File: config.mk
export PLATFORM = sky130hd
export DESIGN_NAME = uart_tx
export DESIGN_NICKNAME = d
export VERILOG_FILES = /design/src/rtl/uart_tx.sv
export SDC_FILE = /design/constraint.sdc
export NUM_CORES = 1
export LEC_CHECK = 0
export ABC_AREA = 1
export CAP_MARGIN = 0
export CORE_MARGIN = 5
export CORE_UTILIZATION = 40
export DETAILED_ROUTE_END_ITERATION = 12
export GPL_TIMING_DRIVEN = 0
export MAX_ROUTING_LAYER = met4
export SETUP_SLACK_MARGIN = 0.2
export SLEW_MARGIN = 20
export SYNTH_ARGS = -nofsm -noshare
export SYNTH_HDL_FRONTEND = slang
export SYNTH_SLANG_ARGS = --single-unit
File: constraint.sdc
create_clock -name clk -period 3.6 [get_ports clk]
set_clock_uncertainty 0.1 [all_clocks]
set_input_delay 0.72 -clock clk [delete_from_list [all_inputs] [get_ports clk]]
set_output_delay 0.72 -clock clk [all_outputs]
set_load 0.005 [all_outputs]
File: src/rtl/uart_tx.sv
// rtl/uart_tx.sv - byte-oriented 8N1 UART transmitter with a small input FIFO
//
// Purpose: queues bytes written by the host and serializes each one LSB first
// as start(0), 8 data bits, [even parity], stop(1) at CLKS_PER_BIT clocks per bit.
// Optional feature macro: UART_TX_PARITY_EN (adds one even-parity bit per frame).
//
// Ports:
//   clk            - sole clock, rising edge
//   rst            - asynchronous active-high reset
//   TX_byte        - byte to queue, sampled when send_strobe is high
//   send_strobe    - write request, one byte per high cycle
//   TX_data        - serial line, idles high (registered)
//   transmit_state - high while a frame is on the line (registered)
//   fifo_full      - FIFO holds FIFO_DEPTH entries (registered)
//   overflow       - one-cycle pulse after a rejected write (registered)

module uart_tx #(
   parameter int CLKS_PER_BIT = 20,
   parameter int FIFO_DEPTH   = 4
) (
   input  logic       clk,
   input  logic       rst,
   input  logic [7:0] TX_byte,
   input  logic       send_strobe,
   output logic       TX_data,
   output logic       transmit_state,
   output logic       fifo_full,
   output logic       overflow
);

   localparam int BW = $clog2(CLKS_PER_BIT);
   localparam int PW = $clog2(FIFO_DEPTH);
   localparam int CW = PW + 1;
   localparam logic [BW-1:0] BAUD_LAST = BW'(CLKS_PER_BIT - 1);
   localparam logic [CW-1:0] DEPTH_C   = CW'(FIFO_DEPTH);

`ifdef UART_TX_PARITY_EN
   typedef enum logic [2:0] {
      S_IDLE   = 3'd0,
      S_START  = 3'd1,
      S_DATA   = 3'd2,
      S_STOP   = 3'd3,
      S_PARITY = 3'd4
   } state_t;
`else
   typedef enum logic [2:0] {
      S_IDLE   = 3'd0,
      S_START  = 3'd1,
      S_DATA   = 3'd2,
      S_STOP   = 3'd3
   } state_t;
`endif

   // ---------------- input FIFO ----------------
   logic [7:0]    mem_q [FIFO_DEPTH];
   logic [PW-1:0] wr_ptr_q, rd_ptr_q;
   logic [CW-1:0] count_q, count_d;
   logic          fifo_full_q, overflow_q;
   logic          wr_en, pop;
   logic [7:0]    head;

   // Acceptance looks at occupancy before any same-cycle pop, so a full FIFO
   // rejects a write even on the cycle its head is being popped.
   assign wr_en = send_strobe && (count_q < DEPTH_C);
   assign head  = mem_q[rd_ptr_q];

   always_comb begin
      count_d = count_q;
      case ({wr_en, pop})
         2'b10:   count_d = count_q + CW'(1);
         2'b01:   count_d = count_q - CW'(1);
         default: count_d = count_q;
      endcase
   end

   // Storage is not reset; the pointers and count define what is valid.
   always_ff @(posedge clk) begin
      if (wr_en) begin
         mem_q[wr_ptr_q] <= TX_byte;
      end
   end

   always_ff @(posedge clk or posedge rst) begin
      if (rst) begin
         wr_ptr_q    <= '0;
         rd_ptr_q    <= '0;
         count_q     <= '0;
         fifo_full_q <= 1'b0;
         overflow_q  <= 1'b0;
      end else begin
         if (wr_en) wr_ptr_q <= wr_ptr_q + PW'(1);
         if (pop)   rd_ptr_q <= rd_ptr_q + PW'(1);
         count_q     <= count_d;
         fifo_full_q <= (count_d == DEPTH_C);
         overflow_q  <= send_strobe && !wr_en;
      end
   end

   // ---------------- transmit FSM ----------------
   state_t        state_q, state_d;
   logic [BW-1:0] baud_q, baud_d;
   logic [2:0]    bit_q, bit_d;
   logic [7:0]    shift_q, shift_d;
   logic          tx_q, tx_d;
   logic          busy_q;
   logic          baud_last;
`ifdef UART_TX_PARITY_EN
   logic          parity_q, parity_d;
`endif

   assign baud_last = (baud_q == BAUD_LAST);

   always_comb begin
      state_d = state_q;
      baud_d  = baud_q;
      bit_d   = bit_q;
      shift_d = shift_q;
      pop     = 1'b0;
      tx_d    = 1'b1;
`ifdef UART_TX_PARITY_EN
      parity_d = parity_q;
`endif

      case (state_q)
         S_IDLE: begin
            baud_d = '0;
            if (count_q != '0) begin
               pop     = 1'b1;
               shift_d = head;
`ifdef UART_TX_PARITY_EN
               parity_d = ^head;
`endif
               state_d = S_START;
            end
         end
         S_START: begin
            if (baud_last) begin
               baud_d  = '0;
               bit_d   = 3'd0;
               state_d = S_DATA;
            end else begin
               baud_d = baud_q + BW'(1);
            end
         end
         S_DATA: begin
            if (baud_last) begin
               baud_d  = '0;
               shift_d = {1'b0, shift_q[7:1]};
               if (bit_q == 3'd7) begin
`ifdef UART_TX_PARITY_EN
                  state_d = S_PARITY;
`else
                  state_d = S_STOP;
`endif
               end else begin
                  bit_d = bit_q + 3'd1;
               end
            end else begin
               baud_d = baud_q + BW'(1);
            end
         end
`ifdef UART_TX_PARITY_EN
         S_PARITY: begin
            if (baud_last) begin
               baud_d  = '0;
               state_d = S_STOP;
            end else begin
               baud_d = baud_q + BW'(1);
            end
         end
`endif
         S_STOP: begin
            if (baud_last) begin
               baud_d = '0;
               // Chain straight into the next start bit when more data waits.
               if (count_q != '0) begin
                  pop     = 1'b1;
                  shift_d = head;
`ifdef UART_TX_PARITY_EN
                  parity_d = ^head;
`endif
                  state_d = S_START;
               end else begin
                  state_d = S_IDLE;
               end
            end else begin
               baud_d = baud_q + BW'(1);
            end
         end
         default: begin
            state_d = S_IDLE;
            baud_d  = '0;
         end
      endcase

      // Line level is derived from the next state so the registered output
      // changes on the same edge as the state it belongs to.
      case (state_d)
         S_START:  tx_d = 1'b0;
         S_DATA:   tx_d = shift_d[0];
`ifdef UART_TX_PARITY_EN
         S_PARITY: tx_d = parity_d;
`endif
         default:  tx_d = 1'b1;
      endcase
   end

   always_ff @(posedge clk or posedge rst) begin
      if (rst) begin
         state_q <= S_IDLE;
         baud_q  <= '0;
         bit_q   <= 3'd0;
         shift_q <= 8'd0;
         tx_q    <= 1'b1;
         busy_q  <= 1'b0;
`ifdef UART_TX_PARITY_EN
         parity_q <= 1'b0;
`endif
      end else begin
         state_q <= state_d;
         baud_q  <= baud_d;
         bit_q   <= bit_d;
         shift_q <= shift_d;
         tx_q    <= tx_d;
         busy_q  <= (state_d != S_IDLE);
`ifdef UART_TX_PARITY_EN
         parity_q <= parity_d;
`endif
      end
   end

   assign TX_data        = tx_q;
   assign transmit_state = busy_q;
   assign fifo_full      = fifo_full_q;
   assign overflow       = overflow_q;

endmodule

# After elaboration in Yosys (flattened, before gate mapping)
# Memory sizes are Yosys's and may differ from the RTL's.
# Index checks and enable logic that the tools add are counted.
# word_totals
reg_bits,30
latchBits,0
mem_bits_rw,32
romBits,0
input_bits,11
out_inout_bits,4
wordCells,69
mem_count,1
# op_classes
addsub,6
n_mul,0
div_mod_pow,0
n_lt_le_gt_ge,1
eq_ne,14
n_shift,0
muxes,24
n_bitwise,0
n_reduce_logical,11
# mem_list
name,depth,width,read_ports,rd_ports_with_merged_regs,write_ports,line,text
mem_q,4,8,1,0,1,55,logic [7:0] mem_q [FIFO_DEPTH];
# op_table
op,n
2-to-1 mux 3 bit,8
2-to-1 mux 8 bit,3
case mux 8 bit (3 select lines),1
case mux 3 bit (2 select lines),2
case mux 3 bit (4 select lines),1
2-to-1 mux 5 bit,2
"== test 3 x 2 -> 1 bit, second input constant",3
nonzero test 3 bit,3
"inequality test 2 bit, second input constant",4
"adder 3 x 1 -> 3 bit, second input constant",2
"== test 3 x 1 -> 1 bit, second input constant",2
"== test 3 bit, second input constant",2
"adder 5 x 1 -> 5 bit, second input constant",1
"== test 5 bit, second input constant",1
2-to-1 mux 1 bit,5
"adder 2 x 1 -> 2 bit, second input constant",2
case mux 1 bit (2 select lines),2
AND reduction 4 bit,1
logical NOT 3 bit,1
"< comparator 3 bit, second input constant",1
AND reduction 3 bit,1
OR reduction 3 bit,1
"subtractor 3 x 1 -> 3 bit, second input constant",1
"== test 2 x 1 -> 1 bit, second input constant",1
4 further kinds,5

# Depth between registers and ports, before layout
# Gate-level depths: netlist (run 1).
# depth
ltp_word,7
mapped_depth,14

# Worst setup path before layout (run 1)
# OpenSTA, ideal clock, no wires.
# synth_timing
path_type,register to register
start,reg baud_q[0]
end,reg fifo_full_q (netlist: fifo_full)
arrival_time_ns,2.189
slack_ns,1.183
stages_incl_launch_ff,15
n_path_buf,0
synth_period_minus_slack_ns,2.417
path_cell_list,dfrtp_1 ha_1 inv_2 nor2_4 nand2_4 nand2_4 nand2_4 nor2_8 ha_1 inv_1 fa_1 a21oi_1 o21ai_0 xor2_1 nor3b_1
# synth_via
elab_chain_len,6
elab_cells_between_ends,7
# synth_rtl
item,line,text
start: declaration,101,"logic [BW-1:0] baud_q, baud_d;"
start signal: assignment,221,baud_q <= baud_d;
== test 5 bit (*),111,assign baud_last = (baud_q == BAUD_LAST);
2-to-1 mux 1 bit (*),173,if (baud_last) begin
case mux 1 bit (2 select lines) (*),124,case (state_q)
named net pop,59,"logic wr_en, pop;"
== test 2 x 1 -> 1 bit / == test 2 bit (equally long branches),69,"case ({wr_en, pop})"
case mux 3 bit (2 select lines) (*),69,
named net count_d[2],57,"logic [CW-1:0] count_q, count_d;"
== test 3 bit (*),94,fifo_full_q <= (count_d == DEPTH_C);
end signal: assignment,94,
end: declaration,58,"logic fifo_full_q, overflow_q;"
# The timed path passes the listed nets; every way through them passes the cells marked *.
# A chain may end at the register's enable or synchronous reset.

# Worst setup path after layout (run 1)
# Same ends and word-level chain as after synthesis.

==> reports/metrics.yaml, run 1 <==
drv_cap: 0
die_x_um: 95.30
multi_input_area_mm2: 0.001018
synth-edff-count: 32
fill_cells: 663
regArea_mm2: 0.001713
reg2reg_to: "fifo_full"
synth_fp_nets: 293
drtAntennaViolNets: 0
drc: 0
placed_cells_incl_taps: 386
min_to: "baud_q[0]"
die-height_um: 95.30
r2r_cells: 14
setup_slack_ns: 0.9729
ys_top_cells_by_count: "nor2_1, nand2_1, edfxtp_1, dfrtp_1, inv_1"
fin_tns_setup_ns: 0
tightest_slew_ns: 0.8287
io_pins: 15
wl_per_cell_um: 12.68
synth_top_cell_by_area: "edfxtp_1"
yosysTopAreaCellShare_pct: 33.02
die_area_mm2: 0.009081
final_hold_viol_count: 0
cts-htree-levels: 3
synthArstFlopShare_pct: 48.39
drt_wl_total_um: 5096
r2r_start: "baud_q[0]"
holdCritPathClass: "reg -> reg"
synth_cell_type_count: 36
grtUsageTotal_pct: 13.31
slew_violations: 0
cts_hold_buf: 0
worstPathArrival_ns: 2.78
finalNonFillerCells: 402
max-slew-margin-rel_pct: 44.55
clk_pin_slew_ns: 0.07
drive_gt1_share_pct: 17.82
n_antenna_cell: 0
numClockSinks: 62
cp.required_ns: 3.76
clock-root-buffer: "clkbuf_8"
postCtsSetupBuffers: 0
finalPower_w: 0.002399
fin_crit_sh_pct: 72.98
hp-start: "baud_q[0]"
clk_latency_ns: 0.34
yosysMostFrequentCell: "nor2_1"
synthTopCellsByArea: "edfxtp_1, dfrtp_1, nor2_1"
p_per_area_mw_per_mm2: 703.2
synth_flop_cell: "edfxtp_1"
cts_tree: "built"
initial_utilization_pct: 40.56
rsz0062_at_grt: "false"
vias: 1847
dp_hpwl_um: 3544
antenna_found_initial: 0
drt_iter0_markers: 67
cp-start-kind: "flip-flop"
synth_seq_cells: 62
path_class: "reg -> reg"
cts_inserted_buffers: 9
drt_pre_antenna_iters: 4
syn2layout_area_growth_pct: 17.24
nNetsFinal: 318
leakage_nw: 1.431
final.min_clock_period_ns: 2.627
grt_overflow_total: 0
coreArea_mm2: 0.007176
grt_pass1_wl_um: 8645
first_global_vias: 1905
crit_path_start: "baud_q[0]"
routed_via_density: 4.595
crit_fanout: 9
yosysSeqAreaShare_pct: 58.86
r2r_setup_slack_ns: 0.97
holdPathStages: 1
synth-warning-count: 0
place_congestion: 0.7279
cts_resized: 0
status: "complete, no violations"
num_rows: 31
clockBufferDepth: 2
portBuffers: 14
setup_viol: 0
end_kind: "flip-flop"
syn_area_per_cell_um2: 10.66
synth_cells: 273
fmaxAchievable_ghz: 0.3806
post-place-ws_ns: 0.7716
synth_area_mm2: 0.002910
worst_ir_drop_vdd_v: 0.0003929
grt_start_max_net_pins: 31
[where the power goes]
part	switching, W	total, W	leakage, nW	internal, W
Combinational	0.000424	0.000680	0.644	0.000256
Sequential	0.0000836	0.000992	0.673	0.000908
Clock	0.000268	0.000727	0.114	0.000459
[metrics by stage]
step	cell area [µm²]	utilization, %	hold WS (ns)
6_report	3412	47.55	0.3713
5_1_grt	3412	47.55	0.3963
4_1_cts	3412	47.55	0.3747
3_5_place_dp	3174	44.24	0.3650
3_3_place_gp	3174	44.24	0.3482
2_1_floorplan	2910	-	0.3313
[cell families after synthesis]
| logic type | Yosys count | synth area share, % |
|---|---|---|
| flops | 62 | 58.86 |
| compound gates | 42 | 9.072 |
| fa+ha+maj | 9 | 4.127 |
| simple gates | 109 | 19.26 |
| other cells | 1 | 0.1289 |
| buf+inv | 42 | 6.148 |
| xor+xnor | 8 | 2.408 |
[critical path, cell delays in order (launching register included)]
cell and delay [ns]:
dfrtp_1 0.37, ha_1 0.25, inv_2 0.06, nor2_4 0.10, nand2_4 0.11, nand2_4 0.11
nand2_4 0.07, nor2_8 0.16, ha_1 0.17, inv_1 0.06, fa_1 0.38, a21oi_1 0.14
o21ai_0 0.10, xor2_1 0.16, nor3b_1 0.20
[per-layer routing]
layer	global-route usage (%)	part of all wire, %	up-vias
met5	-	0	-
met2	21.52	50	28
li1	-	-	945
met3	5.209	4.0	7
met1	15.01	45	867
met4	4.688	0.94	0
[sequential cells by signal, summed over array words and instances, names as in the netlist]
name / cells
mem_q: 32
shift_q: 8
baud_q: 5
bit_q: 3
count_q: 3
state_q: 3
rd_ptr_q: 2
wr_ptr_q: 2
TX_data: 1
fifo_full: 1
overflow: 1
transmit_state: 1
[worst max path at each step]
stage                     slack, ns         to  cells after the start
final                          0.97  fifo_full                     14
after global routing           0.73  fifo_full                     14
after CTS                      0.95  fifo_full                     14
after detailed placement       0.77  fifo_full                      9
after global placement         0.78  fifo_full                      9
after floorplan                1.18  fifo_full                     14
[layout make-up]
| class | instances | share of cell area, % |
|---|---|---|
| Buffer | 5 | 1.173 |
| Timing Repair Buffer | 14 | 4.107 |
| Clock buffer | 10 | 3.740 |
| Clock inverter | 6 | 3.227 |
| Sequential cell | 62 | 50.20 |
| Tap cell | 99 | 3.630 |
| Inverter | 37 | 4.070 |
| Multi-Input combinational cell | 169 | 29.85 |
[layout by cell type, fill, tap and decap left out, types with 9 or more instances in the layout]
master,synthesis,layout
edfxtp_1,32,32
clkbuf_8,0,9
inv_1,29,28
clkdlybuf4s50_1,0,14
nor2_1,35,35
nand2_1,33,33
dfrtp_1,29,29
nand3_1,13,13
inv_2,8,9
o21ai_0,24,24
No activity file was read; power rests on OpenSTA's default activity.
==> run 2: changes to the inputs <==
clock period = 2.7 ns   (was 3.6 ns; I/O delays follow)
==> run 2 against run 1 <==
Power is 36% higher. Critical path type unchanged. Global-route usage is 0.14 points higher. Design area is 3.2% higher. Critical path depth stayed put. Cell count is 2.2% higher. Fmax is 10% higher. Via count is 1.4% higher. Routed wire length is 3.4% higher. Register-to-register slack worse by 0.66 ns. Worst hold slack better by 0.030 ns. Sequential cell count stayed put. Setup slack worse by 0.66 ns.
==> reports/metrics.yaml, run 2 (synthesized netlist as in run 1, its figures left out) <==
status: "complete, no violations"
cpLargestDelayFamily: "adder cells"
numClockSinks: 62
fmaxAchievable_ghz: 0.4191
cts_tree: "built"
initial_utilization_pct: 40.56
p_per_area_mw_per_mm2: 926.2
reg_top3: "mem_q (32), shift_q (8), baud_q (5)"
final_hold_viol_count: 0
n_antenna_cell: 0
cts-htree-levels: 3
r2r_start: "baud_q[0]"
cts_inserted_buffers: 9
r2r_cells: 14
path_class: "reg -> reg"
r2r_setup_slack_ns: 0.31
tightest_slew_ns: 0.8419
worstPathArrival_ns: 2.51
mostFrequentLayoutCells: "nor2_1, nand2_1, edfxtp_1"
clock-root-buffer: "clkbuf_8"
grt_start_max_net_pins: 31
largest_reg_flops: 32
postLayoutCoreUtil_pct: 49.08
grt_overflow_total: 0
holdCritPathClass: "reg -> reg"
dp_hpwl_um: 3544
max-slew-margin-rel_pct: 43.66
clk_latency_ns: 0.34
io_pins: 15
die_x_um: 95.30
routed_via_density: 4.557
drive_gt1_share_pct: 22.44
place_congestion: 0.7279
die_area_mm2: 0.009081
syn2layout_area_growth_pct: 21.02
cpMaxStageDelayCell: "dfrtp_1"
wl_per_cell_um: 12.82
grtUsageTotal_pct: 13.45
placed_area_mm2: 0.003174
fin_tns_setup_ns: 0
fin_crit_sh_pct: 88.38
drt_pre_antenna_iters: 4
vias: 1873
top_register: "mem_q"
reg2reg_to: "fifo_full"
worst_ir_drop_vdd_v: 0.0005285
end_kind: "flip-flop"
drt_wl_total_um: 5269
drv_cap: 0
final.min_clock_period_ns: 2.386
slowest_delay_ns: 0.40
hp-start: "bit_q[0]"
clk_pin_slew_ns: 0.07
drtAntennaViolNets: 0
first_global_vias: 1927
stdcell_area_mm2: 0.003522
die-height_um: 95.30
clockBufferDepth: 2
num_rows: 31
min_to: "bit_q[0]"
leakage_nw: 1.473
rsz0062_at_grt: "false"
drt_iter0_markers: 71
nNetsFinal: 327
path_cells: "ha_4 > inv_2 > nor2_4 > nand2_4 > nand2_4 > nand2_4 > nor2_8 > ha_4 > inv_4 > fa_2 > a21oi_2 > o21ai_2 > xor2_1 > nor3b_2"
crit_fanout: 5
layout_commonest_cell: "nor2_1"
antenna_found_initial: 0
cp.required_ns: 2.82
slew_violations: 0
holdPathStages: 1
cp-start-kind: "flip-flop"
coreArea_mm2: 0.007176
fill_cells: 656
portBuffers: 14
critical_path_buf_inv_count: 2
setup_viol: 0
cts_hold_buf: 0
drc: 0
holdWs_ns: 0.4018
cp_common_cell: "nand2_4"
grt_pass1_wl_um: 8742
## run 2: layout make-up
cell class                 instances  area, µm²  area share [%]
sequential                        62       1713           48.63
timing repair buffer              23      207.7           5.897
tap                               99      123.9           3.517
clock buffer                      10      127.6           3.623
inverter                          37      141.4           4.014
multi-input combinational        169       1059           30.05
buffer                             5      40.04           1.137
clock inverter                     6      110.1           3.126
## run 2: timing repair
action	in CTS	in global routing
setup endpoints to repair	1	1
buffers inserted	1	8
pin swaps	2	8
resized for setup	3	8
## run 2: worst max path at each step
stage                end  depth (start not counted)  slack [ns]   startpoint
6_report       fifo_full                         14        0.31    baud_q[0]
5_1_grt        fifo_full                         14        0.18    baud_q[0]
4_1_cts        fifo_full                         14        0.21    baud_q[0]
3_5_place_dp   fifo_full                          9        0.05  send_strobe
3_3_place_gp   fifo_full                          9        0.06  send_strobe
2_1_floorplan  fifo_full                         14        0.28    baud_q[0]
## run 2: metal layers
metal	part of all wire, %	wire length, µm	up-vias	GRT usage, %
met5	0	0	-	-
met4	0.91	48	0	4.688
met3	3.4	180	7	5.209
met2	50	2660	22	21.87
met1	45	2378	882	15.11
li1	-	-	962	-
## run 2: metrics by stage
stage	setup WS, ns	cells	power (W)
2_1_floorplan	0.2831	273	0.001992
3_3_place_gp	0.06233	386	0.002236
3_5_place_dp	0.05156	386	0.002268
4_1_cts	0.2097	403	0.003268
5_1_grt	0.1810	411	0.003489
6_report	0.3138	411	0.003262
## run 2: power by group
group          switching (W)  total (W)  internal (W)  leakage (nW)
sequential          0.000115    0.00133       0.00121         0.673
combinational       0.000589   0.000964      0.000375         0.685
clock               0.000361   0.000972      0.000612         0.114
total                0.00106    0.00326       0.00220          1.47
==> run 3: changes to the inputs <==
CELL_PAD_IN_SITES_DETAIL_PLACEMENT = 1   (was unset)
CELL_PAD_IN_SITES_GLOBAL_PLACEMENT = 2   (was unset)
CORE_UTILIZATION = 39   (was 40)
PLACE_DENSITY_LB_ADDON = 0.1   (was unset)
==> run 3 against run 2 <==
Fmax decreased by 0.26%. Cell count decreased by 0.24%. Clock-buffer cell count decreased by 1. First-iteration DRC count increased by 24%. Register-to-register slack about the same. Critical path depth unchanged. Non-clock buffer count decreased by 1. Sequential power about the same. Global-route usage increased by 0.84 points. Combinational power increased by 1%. Design area decreased by 2.0%. Largest power group unchanged.
==> reports/metrics.yaml, run 3 (synthesized netlist as in run 1, its figures left out) <==
status: "complete, no violations"
final_hold_viol_count: 0
drt_iter0_markers: 88
coreArea_mm2: 0.007253
num_rows: 31
initial_utilization_pct: 40.12
n_antenna_cell: 0
postLayoutCoreUtil_pct: 47.59
post-place-ws_ns: -0.009984
grtUsageTotal_pct: 14.28
dp_hpwl_um: 3978
slew_violations: 0
place_congestion: 0.7703
clock-root-buffer: "clkbuf_8"
drive_gt1_share_pct: 21.22
drt_wl_total_um: 5747
rsz0062_at_grt: "false"
setup_slack_ns: 0.3077
clockBufferDepth: 2
drc: 0
cts-htree-levels: 3
routed_via_density: 4.771
layout_commonest_cell: "nor2_1"
die_x_um: 96.39
cts_tree: "built"
grt_start_max_net_pins: 31
worstPathArrival_ns: 2.50
die-height_um: 96.39
largest_reg_flops: 32
clk_latency_ns: 0.33
numClockSinks: 62
nNetsFinal: 326
grt_pass1_wl_um: 9611
p_per_area_mw_per_mm2: 901.4
max-slew-margin-rel_pct: 42.45
setup_viol: 0
die_area_mm2: 0.009290
io_pins: 15
antenna_found_initial: 0
final.min_clock_period_ns: 2.392
vias: 1956
drv_cap: 0
top_register: "mem_q"
holdCritPathClass: "reg -> reg"
crit_fanout: 5
tightest_slew_ns: 0.8600
fmaxAchievable_ghz: 0.4180
reg_top3: "mem_q (32), shift_q (8), baud_q (5)"
cp.required_ns: 2.81
fin_crit_sh_pct: 88.60
mostFrequentLayoutCells: "nor2_1, nand2_1, edfxtp_1"
leakage_nw: 1.442
clk_pin_slew_ns: 0.07
portBuffers: 14
drtAntennaViolNets: 0
grt_overflow_total: 0
cp-start-kind: "flip-flop"
drt_pre_antenna_iters: 4
end_kind: "flip-flop"
first_global_vias: 1957
fin_tns_setup_ns: 0
cts_inserted_buffers: 9
syn2layout_area_growth_pct: 18.62
worst_ir_drop_vdd_v: 0.0004420
path_class: "reg -> reg"
wl_per_cell_um: 14.02
## run 3: worst max-delay path, stage by stage, from the launching register on
cell	delay, ns
dfrtp_1	0.39
ha_4	0.17
inv_2	0.04
nor2_4	0.09
nand2_4	0.08
nand2_4	0.11
nand2_4	0.07
nor2_8	0.10
ha_1	0.14
inv_1	0.07
fa_2	0.35
a21oi_1	0.14
o21ai_1	0.09
xor2_1	0.17
nor3b_2	0.16
## run 3: power breakdown
| group | internal [W] | switching [W] | leakage, nW |
|---|---|---|---|
| logic | 0.000372 | 0.000603 | 0.679 |
| registers | 0.00121 | 0.000116 | 0.673 |
| clock network | 0.000427 | 0.000382 | 0.0895 |
## run 3: through the flow
step / area [µm²] / hold slack (ns) / std cells / total power, W
2_1_floorplan: 2910 / 0.3313 / 273 / 0.001992
3_3_place_gp: 3174 / 0.3459 / 386 / 0.002274
3_5_place_dp: 3174 / 0.3653 / 386 / 0.002299
4_1_cts: 3405 / 0.3997 / 404 / 0.003138
5_1_grt: 3452 / 0.4221 / 410 / 0.003356
6_report: 3452 / 0.3933 / 410 / 0.003112
## run 3: routing by layer
metal  wire length (µm)  part of all wire [%]  global-route usage, %
met1               2803                    49                  19.09
met2               2750                    48                  21.68
met3                120                   2.1                  2.556
met4                 73                   1.3                  5.607
met5                  0                     0                      -
## run 3: area by class of cell
type / count / area, µm²
inverter: 37 / 138.9
tap: 99 / 123.9
buffer: 5 / 40.04
clock buffer: 9 / 123.9
timing repair buffer: 22 / 200.2
sequential: 62 / 1713
multi-input combinational: 169 / 1039
clock inverter: 7 / 73.82
fill: 832 / 3801
## run 3: final timing paths
kind                            startpoint     endpoint  slack [ns]  depth (start not counted)
worst max-delay path             baud_q[1]    fifo_full        0.31                         14
worst min-delay path              bit_q[0]     bit_q[0]        0.39                          1
worst max register to register   baud_q[1]    fifo_full        0.31                         14
worst min register to register    bit_q[0]     bit_q[0]        0.39                          1
max in group asynchronous              rst  wr_ptr_q[0]        1.55                          2
min in group asynchronous              rst    baud_q[4]        0.53                          2
## run 3: timing repair
item                       CTS  global route
pin swaps                    1             4
gates resized for setup      3             2
buffers inserted             2             6
setup endpoints to repair    2             1
hold buffers                 0             0
